<file path="src/rtl/greenhouse_pkg.sv">
// Shared types and constants for the greenhouse status receiver.
// Optional feature macro used elsewhere: STATUS_TIMEOUT_EN.
package greenhouse_pkg;

    typedef enum logic [2:0] {
        RX_IDLE      = 3'd0,
        RX_START     = 3'd1,
        RX_DATA      = 3'd2,
        RX_STOP      = 3'd3,
        RX_WAIT_IDLE = 3'd4
    } rx_state_t;

    localparam int OVERSAMPLE = 16;
    localparam int HALF_BIT   = 8;

    localparam logic [3:0] STATUS_FAIL   = 4'h0;
    localparam logic [3:0] STATUS_ALL_OK = 4'hF;

endpackage

</file>
<file path="src/rtl/module_status_receiver_if.sv">
// Serial line and status outputs of the greenhouse status receiver.
// Bundles the pins that cross from the GPIO side to the display path.
interface module_status_receiver_if;

    logic       UART_RX;
    logic [3:0] MODULE1_STATUS;
    logic       STATUS_VALID;
    logic       FRAME_ERR;
    logic       STATUS_STALE;

    modport master (
        output UART_RX,
        input  MODULE1_STATUS,
        input  STATUS_VALID,
        input  FRAME_ERR,
        input  STATUS_STALE
    );

    modport slave (
        input  UART_RX,
        output MODULE1_STATUS,
        output STATUS_VALID,
        output FRAME_ERR,
        output STATUS_STALE
    );

endinterface

</file>
<file path="src/rtl/uart_rx_core.sv">
// 8N1 UART receiver: 2-FF synchronizer, 16x oversample tick, framing FSM.
// Emits the received byte with one-cycle done / framing-error pulses.
module uart_rx_core
    import greenhouse_pkg::*;
#(
    parameter int DIV = 1
) (
    input  logic       clk,
    input  logic       rst_n,
    input  logic       rx,
    output logic [7:0] rx_byte,
    output logic       rx_done,
    output logic       rx_err
);

    localparam logic [2:0] IDLE      = 3'(RX_IDLE);
    localparam logic [2:0] START     = 3'(RX_START);
    localparam logic [2:0] DATA      = 3'(RX_DATA);
    localparam logic [2:0] STOP      = 3'(RX_STOP);
    localparam logic [2:0] WAIT_IDLE = 3'(RX_WAIT_IDLE);

    localparam int CW = (DIV > 1) ? $clog2(DIV) : 1;
    localparam logic [CW-1:0] DIV_MAX = CW'(DIV - 1);
    localparam logic [3:0] HALF_MAX = 4'(HALF_BIT - 1);
    localparam logic [3:0] BIT_MAX  = 4'(OVERSAMPLE - 1);

    logic          sync1;
    logic          sync2;
    logic          rx_s;
    logic [CW-1:0] div_cnt;
    logic          tick;
    logic [2:0]    state;
    logic [3:0]    tick_cnt;
    logic [2:0]    bit_idx;
    logic [7:0]    shreg;
    logic          start_edge;
    logic          stop_sample;

    assign rx_s        = sync2;
    assign tick        = (div_cnt == DIV_MAX);
    assign start_edge  = (state == IDLE) && !rx_s;
    assign stop_sample = (state == STOP) && tick && (tick_cnt == BIT_MAX);
    assign rx_done     = stop_sample && rx_s;
    assign rx_err      = stop_sample && !rx_s;
    assign rx_byte     = shreg;

    // Bring the asynchronous line into the clock domain; idle level is 1.
    always_ff @(posedge clk) begin
        if (!rst_n) begin
            sync1 <= 1'b1;
            sync2 <= 1'b1;
        end else begin
            sync1 <= rx;
            sync2 <= sync1;
        end
    end

    // Oversample divider, realigned to the start edge of every frame.
    always_ff @(posedge clk) begin
        if (!rst_n) begin
            div_cnt <= '0;
        end else if (start_edge || tick) begin
            div_cnt <= '0;
        end else begin
            div_cnt <= div_cnt + 1'b1;
        end
    end

    // Frame state machine: mid-bit sampling of start, data and stop bits.
    always_ff @(posedge clk) begin
        if (!rst_n) begin
            state    <= IDLE;
            tick_cnt <= '0;
            bit_idx  <= '0;
            shreg    <= '0;
        end else begin
            case (state)
                IDLE: begin
                    tick_cnt <= '0;
                    if (!rx_s) begin
                        state <= START;
                    end
                end
                START: begin
                    if (tick) begin
                        if (tick_cnt == HALF_MAX) begin
                            tick_cnt <= '0;
                            bit_idx  <= '0;
                            state    <= rx_s ? IDLE : DATA;
                        end else begin
                            tick_cnt <= tick_cnt + 1'b1;
                        end
                    end
                end
                DATA: begin
                    if (tick) begin
                        if (tick_cnt == BIT_MAX) begin
                            tick_cnt <= '0;
                            shreg    <= {rx_s, shreg[7:1]};
                            if (bit_idx == 3'd7) begin
                                state <= STOP;
                            end else begin
                                bit_idx <= bit_idx + 1'b1;
                            end
                        end else begin
                            tick_cnt <= tick_cnt + 1'b1;
                        end
                    end
                end
                STOP: begin
                    if (tick) begin
                        if (tick_cnt == BIT_MAX) begin
                            tick_cnt <= '0;
                            state    <= rx_s ? IDLE : WAIT_IDLE;
                        end else begin
                            tick_cnt <= tick_cnt + 1'b1;
                        end
                    end
                end
                WAIT_IDLE: begin
                    tick_cnt <= '0;
                    if (rx_s) begin
                        state <= IDLE;
                    end
                end
                default: begin
                    state    <= IDLE;
                    tick_cnt <= '0;
                end
            endcase
        end
    end

endmodule

</file>
<file path="src/rtl/module_status_receiver.sv">
// Greenhouse module status receiver: UART frame -> 4-bit indicator word.
// Define STATUS_TIMEOUT_EN to force fail-safe status after line silence.
module module_status_receiver
    import greenhouse_pkg::*;
#(
    parameter int         CLK_HZ         = 50_000_000,
    parameter int         BAUD           = 9600,
    parameter logic [3:0] MODULE_ID      = 4'h1,
    parameter int         TIMEOUT_CYCLES = 50_000_000
) (
    input  logic                    CLOCK_50,
    input  logic                    RESET_N,
    module_status_receiver_if.slave bus
);

    localparam int DIV_RAW = CLK_HZ / (BAUD * OVERSAMPLE);
    localparam int DIV     = (DIV_RAW < 1) ? 1 : DIV_RAW;

    logic [7:0] rx_byte;
    logic       rx_done;
    logic       rx_err;
    logic       accept;
    logic [3:0] status_q;
    logic       valid_q;
    logic       err_q;
    logic       stale_q;
    logic       expire;

    uart_rx_core #(
        .DIV(DIV)
    ) u_core (
        .clk     (CLOCK_50),
        .rst_n   (RESET_N),
        .rx      (bus.UART_RX),
        .rx_byte (rx_byte),
        .rx_done (rx_done),
        .rx_err  (rx_err)
    );

    assign accept = rx_done && (rx_byte[7:4] == MODULE_ID);

`ifdef STATUS_TIMEOUT_EN
    localparam int TW = (TIMEOUT_CYCLES > 1) ? $clog2(TIMEOUT_CYCLES) : 1;
    localparam logic [TW-1:0] TO_MAX = TW'(TIMEOUT_CYCLES - 1);

    logic [TW-1:0] to_cnt;

    assign expire = (to_cnt == TO_MAX);

    // Silence timer: restarts on each accepted frame, saturates when stale.
    always_ff @(posedge CLOCK_50) begin
        if (!RESET_N) begin
            to_cnt <= '0;
        end else if (accept) begin
            to_cnt <= '0;
        end else if (!expire) begin
            to_cnt <= to_cnt + 1'b1;
        end
    end
`else
    assign expire = 1'b0;
`endif

    // Output registers: accepted frames win over timeout expiry.
    always_ff @(posedge CLOCK_50) begin
        if (!RESET_N) begin
            status_q <= STATUS_FAIL;
            valid_q  <= 1'b0;
            err_q    <= 1'b0;
            stale_q  <= 1'b1;
        end else begin
            valid_q <= accept;
            err_q   <= rx_err;
            if (accept) begin
                status_q <= rx_byte[3:0];
                stale_q  <= 1'b0;
            end else if (expire) begin
                status_q <= STATUS_FAIL;
                stale_q  <= 1'b1;
            end
        end
    end

    assign bus.MODULE1_STATUS = status_q;
    assign bus.STATUS_VALID   = valid_q;
    assign bus.FRAME_ERR      = err_q;
    assign bus.STATUS_STALE   = stale_q;

endmodule
</file>
<file path="src/flat_wrapper.sv">
// flat-port wrapper written by rule: the top's interface ports become plain ports
module module_status_receiver_flat import greenhouse_pkg::*;
#(
    parameter int         CLK_HZ         = 50_000_000,
    parameter int         BAUD           = 9600,
    parameter logic [3:0] MODULE_ID      = 4'h1,
    parameter int         TIMEOUT_CYCLES = 50_000_000
)
  (CLOCK_50, RESET_N, bus_UART_RX, bus_MODULE1_STATUS, bus_STATUS_VALID, bus_FRAME_ERR, bus_STATUS_STALE);
  module_status_receiver_if bus_i ();
  input  logic CLOCK_50;
  input  logic RESET_N;
  input wire logic [$bits(bus_i.UART_RX)-1:0] bus_UART_RX;
  output wire logic [$bits(bus_i.MODULE1_STATUS)-1:0] bus_MODULE1_STATUS;
  output wire logic [$bits(bus_i.STATUS_VALID)-1:0] bus_STATUS_VALID;
  output wire logic [$bits(bus_i.FRAME_ERR)-1:0] bus_FRAME_ERR;
  output wire logic [$bits(bus_i.STATUS_STALE)-1:0] bus_STATUS_STALE;
  assign bus_i.UART_RX = bus_UART_RX;
  assign bus_MODULE1_STATUS = bus_i.MODULE1_STATUS;
  assign bus_STATUS_VALID = bus_i.STATUS_VALID;
  assign bus_FRAME_ERR = bus_i.FRAME_ERR;
  assign bus_STATUS_STALE = bus_i.STATUS_STALE;
  module_status_receiver #(.CLK_HZ(CLK_HZ), .BAUD(BAUD), .MODULE_ID(MODULE_ID), .TIMEOUT_CYCLES(TIMEOUT_CYCLES)) u_core (.CLOCK_50(CLOCK_50), .RESET_N(RESET_N), .bus(bus_i));
endmodule
</file>
<file path="config.mk">
export PLATFORM = sky130hd
export DESIGN_NAME = module_status_receiver_flat
export DESIGN_NICKNAME = d
export VERILOG_FILES = /design/src/rtl/greenhouse_pkg.sv /design/src/rtl/module_status_receiver_if.sv /design/src/rtl/uart_rx_core.sv /design/src/rtl/module_status_receiver.sv /design/src/flat_wrapper.sv
export SDC_FILE = /design/constraint.sdc
export NUM_CORES = 1
export LEC_CHECK = 0
export CORE_MARGIN = 1.5
export CORE_UTILIZATION = 62
export DETAILED_ROUTE_END_ITERATION = 7
export PLACE_DENSITY = 0.81
export SETUP_SLACK_MARGIN = 0.02
export SLEW_MARGIN = 20
export SYNTH_ARGS = -nofsm -noshare
export SYNTH_HDL_FRONTEND = slang
export SYNTH_SLANG_ARGS = --single-unit
</file>
<file path="constraint.sdc">
create_clock -name CLOCK_50 -period 3.4 [get_ports CLOCK_50]
set_input_delay 0.68 -clock CLOCK_50 [delete_from_list [all_inputs] [get_ports CLOCK_50]]
set_output_delay 0.68 -clock CLOCK_50 [all_outputs]
set_load 0.02 [all_outputs]
</file>
**After elaboration in Yosys (flattened, before gate mapping)**

Cells that the tools add are included.

- Logic and storage cells: 74
- Input bits: 3
- Register bits: 36
- Output and inout bits: 7

- Reduce and logical (&&, ||, !) cells: 16
- Bitwise operators: 1
- Eq/ne operators: 20
- Add/sub/neg operators: 3
- Muxes and demuxes: 23

Operators by type and width:

| cell | number |
|---|---|
| $mux 3 | 15 |
| $ne 2x2->1 const B | 9 |
| $mux 4 | 4 |
| $pmux 3 s5 | 1 |
| $add 9x1->9 const B | 1 |
| $eq 9x9->1 const B | 1 |
| $reduce_and 9->1 | 1 |
| $pmux 4 s2 | 1 |
| $eq 3x2->1 const B | 2 |
| $eq 3x3->1 const B | 2 |
| $logic_and 1x1->1 | 6 |
| $pmux 3 s2 | 1 |
| $reduce_and 6->1 | 1 |
| $add 4x1->4 const B | 1 |
| $eq 4x1->1 const B | 1 |
| $eq 4x3->1 const B | 1 |
| $eq 4x4->1 const B | 1 |
| $ne 2x1->1 const B | 2 |
| $reduce_or 2->1 | 2 |
| $add 3x1->3 const B | 1 |
| $eq 3x1->1 const B | 1 |
| $logic_not 3->1 | 1 |
| $reduce_and 3->1 | 1 |
| $mux 2 | 1 |
| 5 further kinds | 5 |

**Longest topological paths before layout**

Gate-level depths: netlist (run 1).

- Depth after elaboration: 5
- Mapped depth: 6
- Mapped depth without buffers: 6

**Modules after synthesis**

From an unflattened synthesis (run 1), not the netlist that was laid out.

- Cell total of the unflattened synthesis: 185
- Area, all modules: 1710.4 µm²

Modules (own cells, without submodules):

| module | sequential area each (µm²) | area each (µm²) | instances | cells each |
|---|---|---|---|---|
| uart_rx_core | 580.6 | 1448.9 | 1 | 159 |
| module_status_receiver | 140.1 | 261.5 | 1 | 26 |

**Worst setup path before layout (run 1)**

Ideal clock, no wire load.

- Kind: reg-to-reg
- Start: reg u_core.u_core.div_cnt[3]
- End: reg u_core.u_core.tick_cnt[3]
- Clock period less this slack: 1.866 ns
- Path slack: 1.534 ns
- Cell stages (with the launch flop): 5
- Data required time: 3.334 ns
- Path buffers: 0
- Setup time: 0.066 ns
- Data arrival time: 1.800 ns
- Path through: dfxtp_1 or4b_4 or4_1 a211o_1 a21oi_2

- Cells in the longest elaborated chain, start to end: 3
- Elaborated cells on any way between the ends: 4
- Those cells by class: 3 x eq/ne; 1 x reduce/logical

RTL lines:

| item | line | source |
|---|---|---|
| from (decl) | uart_rx_core.sv:30 | `logic [CW-1:0] div_cnt;` |
| from (signal assigned) | uart_rx_core.sv:65 | `div_cnt <= div_cnt + 1'b1;` |
| $eq 9x9->1 * | uart_rx_core.sv:40 | `assign tick = (div_cnt == DIV_MAX);` |
| $ne 2x1->1 (no source line) / $ne 2x2->1 (equally long branches) | n/a |  |
| $reduce_and 2->1 (no source line) * | n/a |  |
| to (signal assigned) | uart_rx_core.sv:91 | `tick_cnt <= tick_cnt + 1'b1;` |
| to (signal assigned) | uart_rx_core.sv:106 | `tick_cnt <= tick_cnt + 1'b1;` |
| to (signal assigned) | uart_rx_core.sv:116 | `tick_cnt <= tick_cnt + 1'b1;` |
| to (decl) | uart_rx_core.sv:33 | `logic [3:0] tick_cnt;` |

Every way passes the cells marked *; elsewhere a longest branch is shown, timed or not.
A chain may end at the register's enable or synchronous reset.

**Worst setup path after layout (run 1)**

- Start: reg u_core.u_core.state[1]
- End: reg u_core.u_core.shreg[5], in the netlist u_core.u_core.rx_byte[5]

- Cells in the longest elaborated chain, start to end: 2

RTL lines:

| item | line | source |
|---|---|---|
| from (decl) | uart_rx_core.sv:32 | `logic [2:0] state;` |
| from (signal assigned) | uart_rx_core.sv:89 | `state <= rx_s ? IDLE : DATA;` |
| from (signal assigned) | uart_rx_core.sv:114 | `state <= rx_s ? IDLE : WAIT_IDLE;` |
| $eq 3x2->1 | uart_rx_core.sv:77 | `case (state)` |
| $reduce_and 3->1 (no source line) | n/a |  |
| to (signal assigned) | uart_rx_core.sv:99 | `shreg <= {rx_s, shreg[7:1]};` |
| to (decl) | uart_rx_core.sv:35 | `logic [7:0] shreg;` |

No other way between the ends.

==> results.ini, run 1 <==
[clocking]
cts_tree=yes
cts.clk_slew.worst_paths_ps=110
cts_made_buffers=5
clock_sinks=36
cts_root_buffer=clkbuf_4
ctsHtreeMaxLevel=2
clk_latency_ps=340
clockBufferDepth=2
hold_buffers=0
post_cts.resized_instances=0
cts_setup_buffers=0

[worst_setup_path]
max_stage_delay_ps=680
crit_fanout=12
crit_required_ps=3630
cp_slowest_cell=nor4_4
worstSetupStartpointType=flip-flop
crit_arrival_ps=2330
crit_path_end_kind=flip-flop
path_class=flip-flop to flip-flop
crit_chain=or3b_1 -> nor4_4 -> mux2i_1 -> nor2_1

[power]
p_leak_uw=0.0006764
power_switching_uw=163.8
power.density_nw_per_um2=405.6
p_sw_frac=0.2163
p_clk_frac=0.386
peakVddDrop_mv=0.4751
power_uw=757.2
comb_power_share=0.042
p_int_uw=593.4
p_seq_frac=0.573

[cells_and_area]
drive_above_1_share=0.07732
diodes=0
fin_cells=224
fillers=191
nets=201
area_growth_syn_to_layout_pct=11.18

[sta]
whs_ps=425.5
timing.slew.headroom=0.5395
tightest_slew_ps=685.6
fmax_ghz=0.4749
tns_ps=0
final_hold_viol_count=0
setup_viol=0
period_needed_ps=2106
fin_crit_sh=0.6194
slew_viol_final=0
rsz0062_at_grt=false
finClkSkew_ps=12.83

[global_route]
grt_start_max_net_pins=16
grt_overflow=0
grt_first_pass_wirelength_um=5119
grt_pass1_vias=1216
antenna_found_initial=0
grt.total_usage=0.2434

[yosys]
synth-seq-area-share=0.4292
yosysUniqueCellTypes=45
syn_inst=183
avgSynthCellArea_um2=9.175
synthesis.nets=191
async_flop_share=0
synth_seq_cells=36
ys.flop_type=dfxtp_1
yosys_warnings=0
syn_area_um2=1679
yosysTopAreaCell=dfxtp_1
synth_top_area_frac=0.4292
synth_area_leaders=dfxtp_1, mux2i_1, nand3_1
synth_edf_count=0

[place]
place_inst=216
portBuffers=9
place.gp.congestion=0.8581
dpl.hpwl_um=2351

[floorplanning]
pin_count=10
dieWidth_um=55.04
fp.dieH_um=55.04
num_rows=18
start_util=0.6657
dieArea_um2=3029
core_area_um2=2522

[outcome]
status=finished, final reports clean

[detailed_routing]
postRouteAntennaNets=0
wire_per_inst_um=14.13
drt_iter0_markers=34
route.detailed.drc=0
routed_wl_um=3165
first_pass_iters=4
vias=1362
vias_per_cell=6.080

[job]
cap_viol_max_count=0

[worst_hold_path]
hold_path.class=flip-flop to flip-flop

[registers in the layout, summed over array words and instances (netlist names)]
signal	flops
u_core.bus.FRAME_ERR	1
u_core.u_core.rx_byte	8
u_core.u_core.tick_cnt	4
u_core.bus.STATUS_VALID	1
u_core.u_core.bit_idx	3
u_core.bus.STATUS_STALE	1
u_core.u_core.state	3
u_core.bus.MODULE1_STATUS	4
u_core.u_core.div_cnt	9
u_core.u_core.sync1	1
u_core.u_core.rx_s	1
[power groups by stage]
| stage | Clock (uW) | Sequential (uW) | Combinational (uW) |
|---|---|---|---|
| global route | 316 | 435 | 36.4 |
| floorplan | 0 | 439 | 25.9 |
| global placement | 0 | 443 | 30.1 |
| detailed placement | 0 | 443 | 31.1 |
| CTS | 296 | 433 | 31.2 |
| finish | 292 | 433 | 31.7 |
[cells in the mapped netlist (all sizes together), types with 5 or more instances]
library cell	number
nand2	12
a21oi	7
dfxtp	36
o21ai	6
nand3	16
nand2b	5
clkbuf	5
nor2	21
ha	5
xor2	7
mux2i	12
inv	6
[critical path, delay by kind of cell, from the launching register on]
kind | cells | cell delay (ps)
AND/OR/NAND/NOR | 3 | 1210
multiplexers | 1 | 270
flip-flops | 1 | 530
[cell type report]
| cell class | count | area, um2 | area share |
|---|---|---|---|
| flip-flops and latches | 36 | 720.7 | 0.3861 |
| multi-input cells | 135 | 919.6 | 0.4926 |
| well taps | 30 | 37.54 | 0.02011 |
| repair buffers | 9 | 90.09 | 0.04826 |
| clock buffers | 6 | 41.29 | 0.02212 |
| inverters | 6 | 22.52 | 0.01206 |
| clock inverters | 2 | 35.03 | 0.01877 |
[path summary, 6_finish.rpt]
kind                               start                        to  slack [ps]  cells after the start
hold reg to reg      u_core.u_core.sync1        u_core.u_core.rx_s         430                      1
setup / recovery  u_core.u_core.state[1]  u_core.u_core.rx_byte[5]        1290                      4
hold / removal       u_core.u_core.sync1        u_core.u_core.rx_s         430                      1
setup reg to reg  u_core.u_core.state[1]  u_core.u_core.rx_byte[5]        1290                      4
[per-layer routing]
| metal | routed length, um | vias up | GRT usage |
|---|---|---|---|
| li1 | - | 687 | - |
| met1 | 1479 | 650 | 0.2915 |
| met2 | 1522 | 17 | 0.3988 |
| met3 | 94 | 8 | 0.08065 |
| met4 | 70 | 0 | 0.1016 |
| met5 | 0 | - | 0 |
[cell families after synthesis]
group | Yosys count | share of synthesized area
simple gates | 84 | 0.2832
flops | 36 | 0.4292
compound gates | 25 | 0.1043
buf+inv | 12 | 0.02757
mux | 12 | 0.07154
xor+xnor | 9 | 0.04695
fa+ha+maj | 5 | 0.03726
[metrics by stage]
step                worst slack, ps  cell area, um2  utilization
floorplan                      1534            1679            -
finish                         1294            1867       0.7401
detailed placement             1058            1783       0.7068
CTS                            1304            1859       0.7371
global route                   1172            1867       0.7401
global placement               1129            1783       0.7068
[layout by cell type, fill, tap and decap left out, types with 2 or more instances in the layout]
cell and n:
clkbuf_4 5, nand2b_1 5, nand3b_1 2, or3_1 3, a221o_1 2, nand4_1 2, a21oi_1 6, nand3_1 16
xnor2_1 2, o21ai_0 5, ha_1 5, nor2_1 21, xor2_1 7, mux2i_1 12, nor2b_1 3, dfxtp_1 36
nand4b_1 2, nor3_1 3, nand2_1 12, or2_2 2, or4_1 3, inv_1 6, clkdlybuf4s50_1 9
No activity file was read; power rests on OpenSTA's default activity.
==> run 2, diff against run 1 <==
Settings changed: CORE_UTILIZATION 62 to 52, PLACE_DENSITY 0.81 to 0.72.
Clock period 3.4 ns to 1.7 ns, I/O delays scaled along.
==> run 2 against run 1 <==
The run now ends with setup timing left. Sequential power increased by 99%. Via count rose by 11%. Clock skew about the same. Worst setup slack got worse by 1400 ps. Combinational power grew to 3.7 times the previous value. Critical path depth unchanged. Power increased by 110%. Non-clock buffer count grew 40. First-iteration DRC count increased by 140%. Hold slack improved by 24 ps. Cell count is 24% higher. Critical path type unchanged.
==> results.ini, run 2 (synthesis results as in run 1) <==
[outcome]
status=finished with violations
violations=setup timing

[floorplanning]
dieArea_um2=3579
fp.dieH_um=59.83
core_area_um2=3053
dieWidth_um=59.83
pin_count=10
num_rows=20
start_util=0.5500

[cells_and_area]
area_growth_syn_to_layout_pct=37.11
final_cell_mix=buf_4, dfxtp_1, nor2_1
final_common_cell=buf_4
nets=241
top_register=u_core.u_core.div_cnt
drive_above_1_share=0.3376
diodes=0
post-route-util=0.7541
largest_reg_flops=9

[detailed_routing]
routed_wl_um=3896
vias_per_cell=5.421
route.detailed.drc=0
vias=1507
first_pass_iters=4
wire_per_inst_um=14.01
postRouteAntennaNets=0
drt_iter0_markers=81

[clocking]
cts_made_buffers=5
clock_sinks=36
cts_root_buffer=clkbuf_4
cts_tree=yes
ctsHtreeMaxLevel=2
cts.clk_slew.worst_paths_ps=110
clk_latency_ps=350
hold_buffers=0
clockBufferDepth=2

[sta]
finClkSkew_ps=13.00
setup_viol=7
final_hold_viol_count=0
fmax_ghz=0.5550
whs_ps=449.1
period_needed_ps=1802
rsz0062_at_grt=true
setup_ws_ps=-101.7
timing.slew.headroom=0.5650
slew_viol_final=0
tightest_slew_ps=651.4
fin_crit_sh=1.060

[place]
portBuffers=9
place.gp.congestion=0.9793
dpl.hpwl_um=2833

[global_route]
grt_first_pass_wirelength_um=6451
grt_start_max_net_pins=15
grt_pass1_vias=1462
grt.total_usage=0.2378
antenna_found_initial=0
grt_overflow=0

[worst_setup_path]
worstSetupStartpointType=flip-flop
crit_fanout=3
crit_arrival_ps=2080
path_class=flip-flop to flip-flop
crit_path_end_kind=flip-flop
crit_required_ps=1980

[job]
cap_viol_max_count=0

[worst_hold_path]
hold_path.class=flip-flop to flip-flop

[power]
peakVddDrop_mv=0.5776
p_leak_uw=0.0009234
power.density_nw_per_um2=685.0

==> run 2: through the flow <==
step	instance area (um2)	cells	setup WS (ps)	TNS, ps	power (uW)
3_5_place_dp	2073	266	-129.7	-1341	981.2
6_report	2302	278	-101.7	-169.4	1577
5_1_grt	2302	278	-170.5	-877.3	1633
3_3_place_gp	2073	266	-62.51	-270.6	977.8
2_1_floorplan	1688	183	-111.4	-926.3	932.5
4_1_cts	2238	278	-107.5	-206.0	1582
==> run 2: path summary, 6_finish.rpt <==
kind                                    end                     start  slack, ps  cells past startpoint
hold / removal           u_core.u_core.rx_s       u_core.u_core.sync1        450                      1
setup / recovery  u_core.u_core.tick_cnt[3]  u_core.u_core.div_cnt[5]       -100                      4
setup reg to reg  u_core.u_core.tick_cnt[3]  u_core.u_core.div_cnt[5]       -100                      4
hold reg to reg          u_core.u_core.rx_s       u_core.u_core.sync1        450                      1
==> run 2: worst max-delay path: stages (launching register included) <==
cell	delay (ps)
dfxtp_1	330
or4b_4	540
or4_1	480
a211o_1	280
a21oi_2	130
==> run 2: power by group <==
part	switching (uW)	leakage, uW	internal [uW]
Combinational	58.5	0.000588	57.4
Clock	295	0.0000412	307
Sequential	6.29	0.000294	853
==> run 2: timing repair <==
action,4_1_cts,5_1_grt
endpoints found under the setup margin,27,20
gates resized for setup,15,18
pin swaps,8,6
setup buffers,4,0
==> run 2: layout make-up <==
class / instances / area [um2]
Multi-Input combinational cell: 135 / 1010
Sequential cell: 36 / 729.5
Tap cell: 44 / 55.05
Inverter: 6 / 22.52
Fill cell: 246 / 750.7
Clock inverter: 3 / 42.54
Clock buffer: 5 / 37.54
Timing Repair Buffer: 49 / 405.4
==> run 2: per-layer routing <==
layer  GRT usage  part of all wire
met4     0.07619            0.0095
met1      0.3009              0.45
met3     0.03896             0.038
met2      0.4099              0.50
met5           0                 0
==> run 3, diff against run 2 <==
Settings changed: MAX_ROUTING_LAYER set to met4.
==> run 3 against run 2 <==
The flow still finishes with violations (setup timing). Clock power decreased by 31%. Critical path depth did not move. Worst setup slack got worse by 9.0 ps. Count of clock-buffer cells in the layout up 1. Register-to-register slack about the same. Non-clock buffer count shrank 1. Cell count shrank 0.72%. Wire length about the same. Utilization down 2.2 points. Largest cell class unchanged.
==> results.ini, run 3 (synthesis results as in run 1) <==
[outcome]
status=finished with violations
violations=setup timing

[sta]
fin_crit_sh=1.065
final_hold_viol_count=0
rsz0062_at_grt=true
tightest_slew_ps=642.5
slew_viol_final=0
setup_ws_ps=-110.7
whs_ps=433.0
finClkSkew_ps=4.048
timing.slew.headroom=0.5710
fmax_ghz=0.5523
setup_viol=10
period_needed_ps=1811

[cells_and_area]
drive_above_1_share=0.3276
fin_area_um2=2236
fillers=224
multi_input_area_um2=991.0
fin_cells=276
largest_reg_flops=9
seqCellArea_um2=728.2
top_register=u_core.u_core.div_cnt
final_common_cell=buf_4
diodes=0
nets=240
final_cell_mix=buf_4, dfxtp_1, nor2_1
area_growth_syn_to_layout_pct=33.16

[worst_setup_path]
crit_fanout=3
crit_path_end_kind=flip-flop
crit_required_ps=1980
path_class=flip-flop to flip-flop
worstSetupStartpointType=flip-flop
crit_arrival_ps=2090

[place]
place_inst=266
dpl.hpwl_um=2860
portBuffers=9
place.gp.congestion=1.001
post_dp_cell_area_um2=2073

[clocking]
clk_latency_ps=340
cts_root_buffer=clkbuf_4
cts_tree=yes
cts_made_buffers=5
cts.clk_slew.worst_paths_ps=100
clock_sinks=36
hold_buffers=0
ctsHtreeMaxLevel=2
clockBufferDepth=2

[detailed_routing]
vias=1552
wire_per_inst_um=14.12
wl_met3_um=215
route.detailed.drc=0
vias_per_cell=5.623
drt_iter0_markers=72
wl_met1_um=1644
routed_wl_um=3897
dr_wl_met2_um=1946
first_pass_iters=5
routed.top_layer=met4
postRouteAntennaNets=0

[floorplanning]
start_util=0.5500
pin_count=10
core_area_um2=3053
fp.dieH_um=59.83
dieArea_um2=3579
dieWidth_um=59.83
num_rows=20

[power]
power.density_nw_per_um2=621.1
peakVddDrop_mv=0.4177
p_leak_uw=0.0009004

[global_route]
antenna_found_initial=0
grt_overflow=0
grt.total_usage=0.2514
grt_pass1_vias=1476
grt_first_pass_wirelength_um=6534
grt_start_max_net_pins=15

[job]
cap_viol_max_count=0

[worst_hold_path]
hold_path.class=flip-flop to flip-flop

[run 3: repair_timing]
action | in CTS | in global routing
endpoints found under the setup margin | 27 | 20
setup buffers | 2 | 1
pin swaps | 4 | 2
gates resized for setup | 15 | 14
[run 3: critical path, stage by stage, from the launching register on]
cell	delay, ps
dfxtp_2	330
or4b_4	540
or4_4	480
a211o_1	280
a21oi_2	120
[run 3: power breakdown]
part	switching [uW]	internal (uW)
sequential	6.17	853
clock	263	152
combinational	58.1	56.1
[run 3: path summary, 6_finish.rpt]
kind	from	to	slack (ps)	cells after the start
setup reg to reg	u_core.u_core.div_cnt[5]	u_core.u_core.tick_cnt[3]	-110	4
hold reg to reg	u_core.u_core.sync1	u_core.u_core.rx_s	430	1
setup / recovery	u_core.u_core.div_cnt[5]	u_core.u_core.tick_cnt[3]	-110	4
hold / removal	u_core.u_core.sync1	u_core.u_core.rx_s	430	1
[run 3: stage by stage]
step / setup TNS (ps) / util / total power, uW / setup slack (ps)
6_report: -345.3 / 0.7324 / 1389 / -110.7
5_1_grt: -1257 / 0.7324 / 1454 / -172.2
4_1_cts: -208.6 / 0.7143 / 1395 / -108.0
3_5_place_dp: -1823 / 0.6791 / 981.4 / -167.1
3_3_place_gp: -319.3 / 0.6791 / 978.7 / -88.39
2_1_floorplan: -926.3 / - / 932.5 / -111.4
[run 3: cell type report]
type / instances / share of cell area
inverters: 6 / 0.01007
multi-input cells: 135 / 0.4432
repair buffers: 48 / 0.1757
well taps: 44 / 0.02462
flip-flops and latches: 36 / 0.3257
clock buffers: 6 / 0.01847
clock inverters: 1 / 0.002238
[run 3: metal layers]
metal	vias to the layer above	track usage
met3	13	0.05844
li1	760	-
met4	0	0.07619
met1	736	0.3025
met5	-	-
met2	43	0.4161
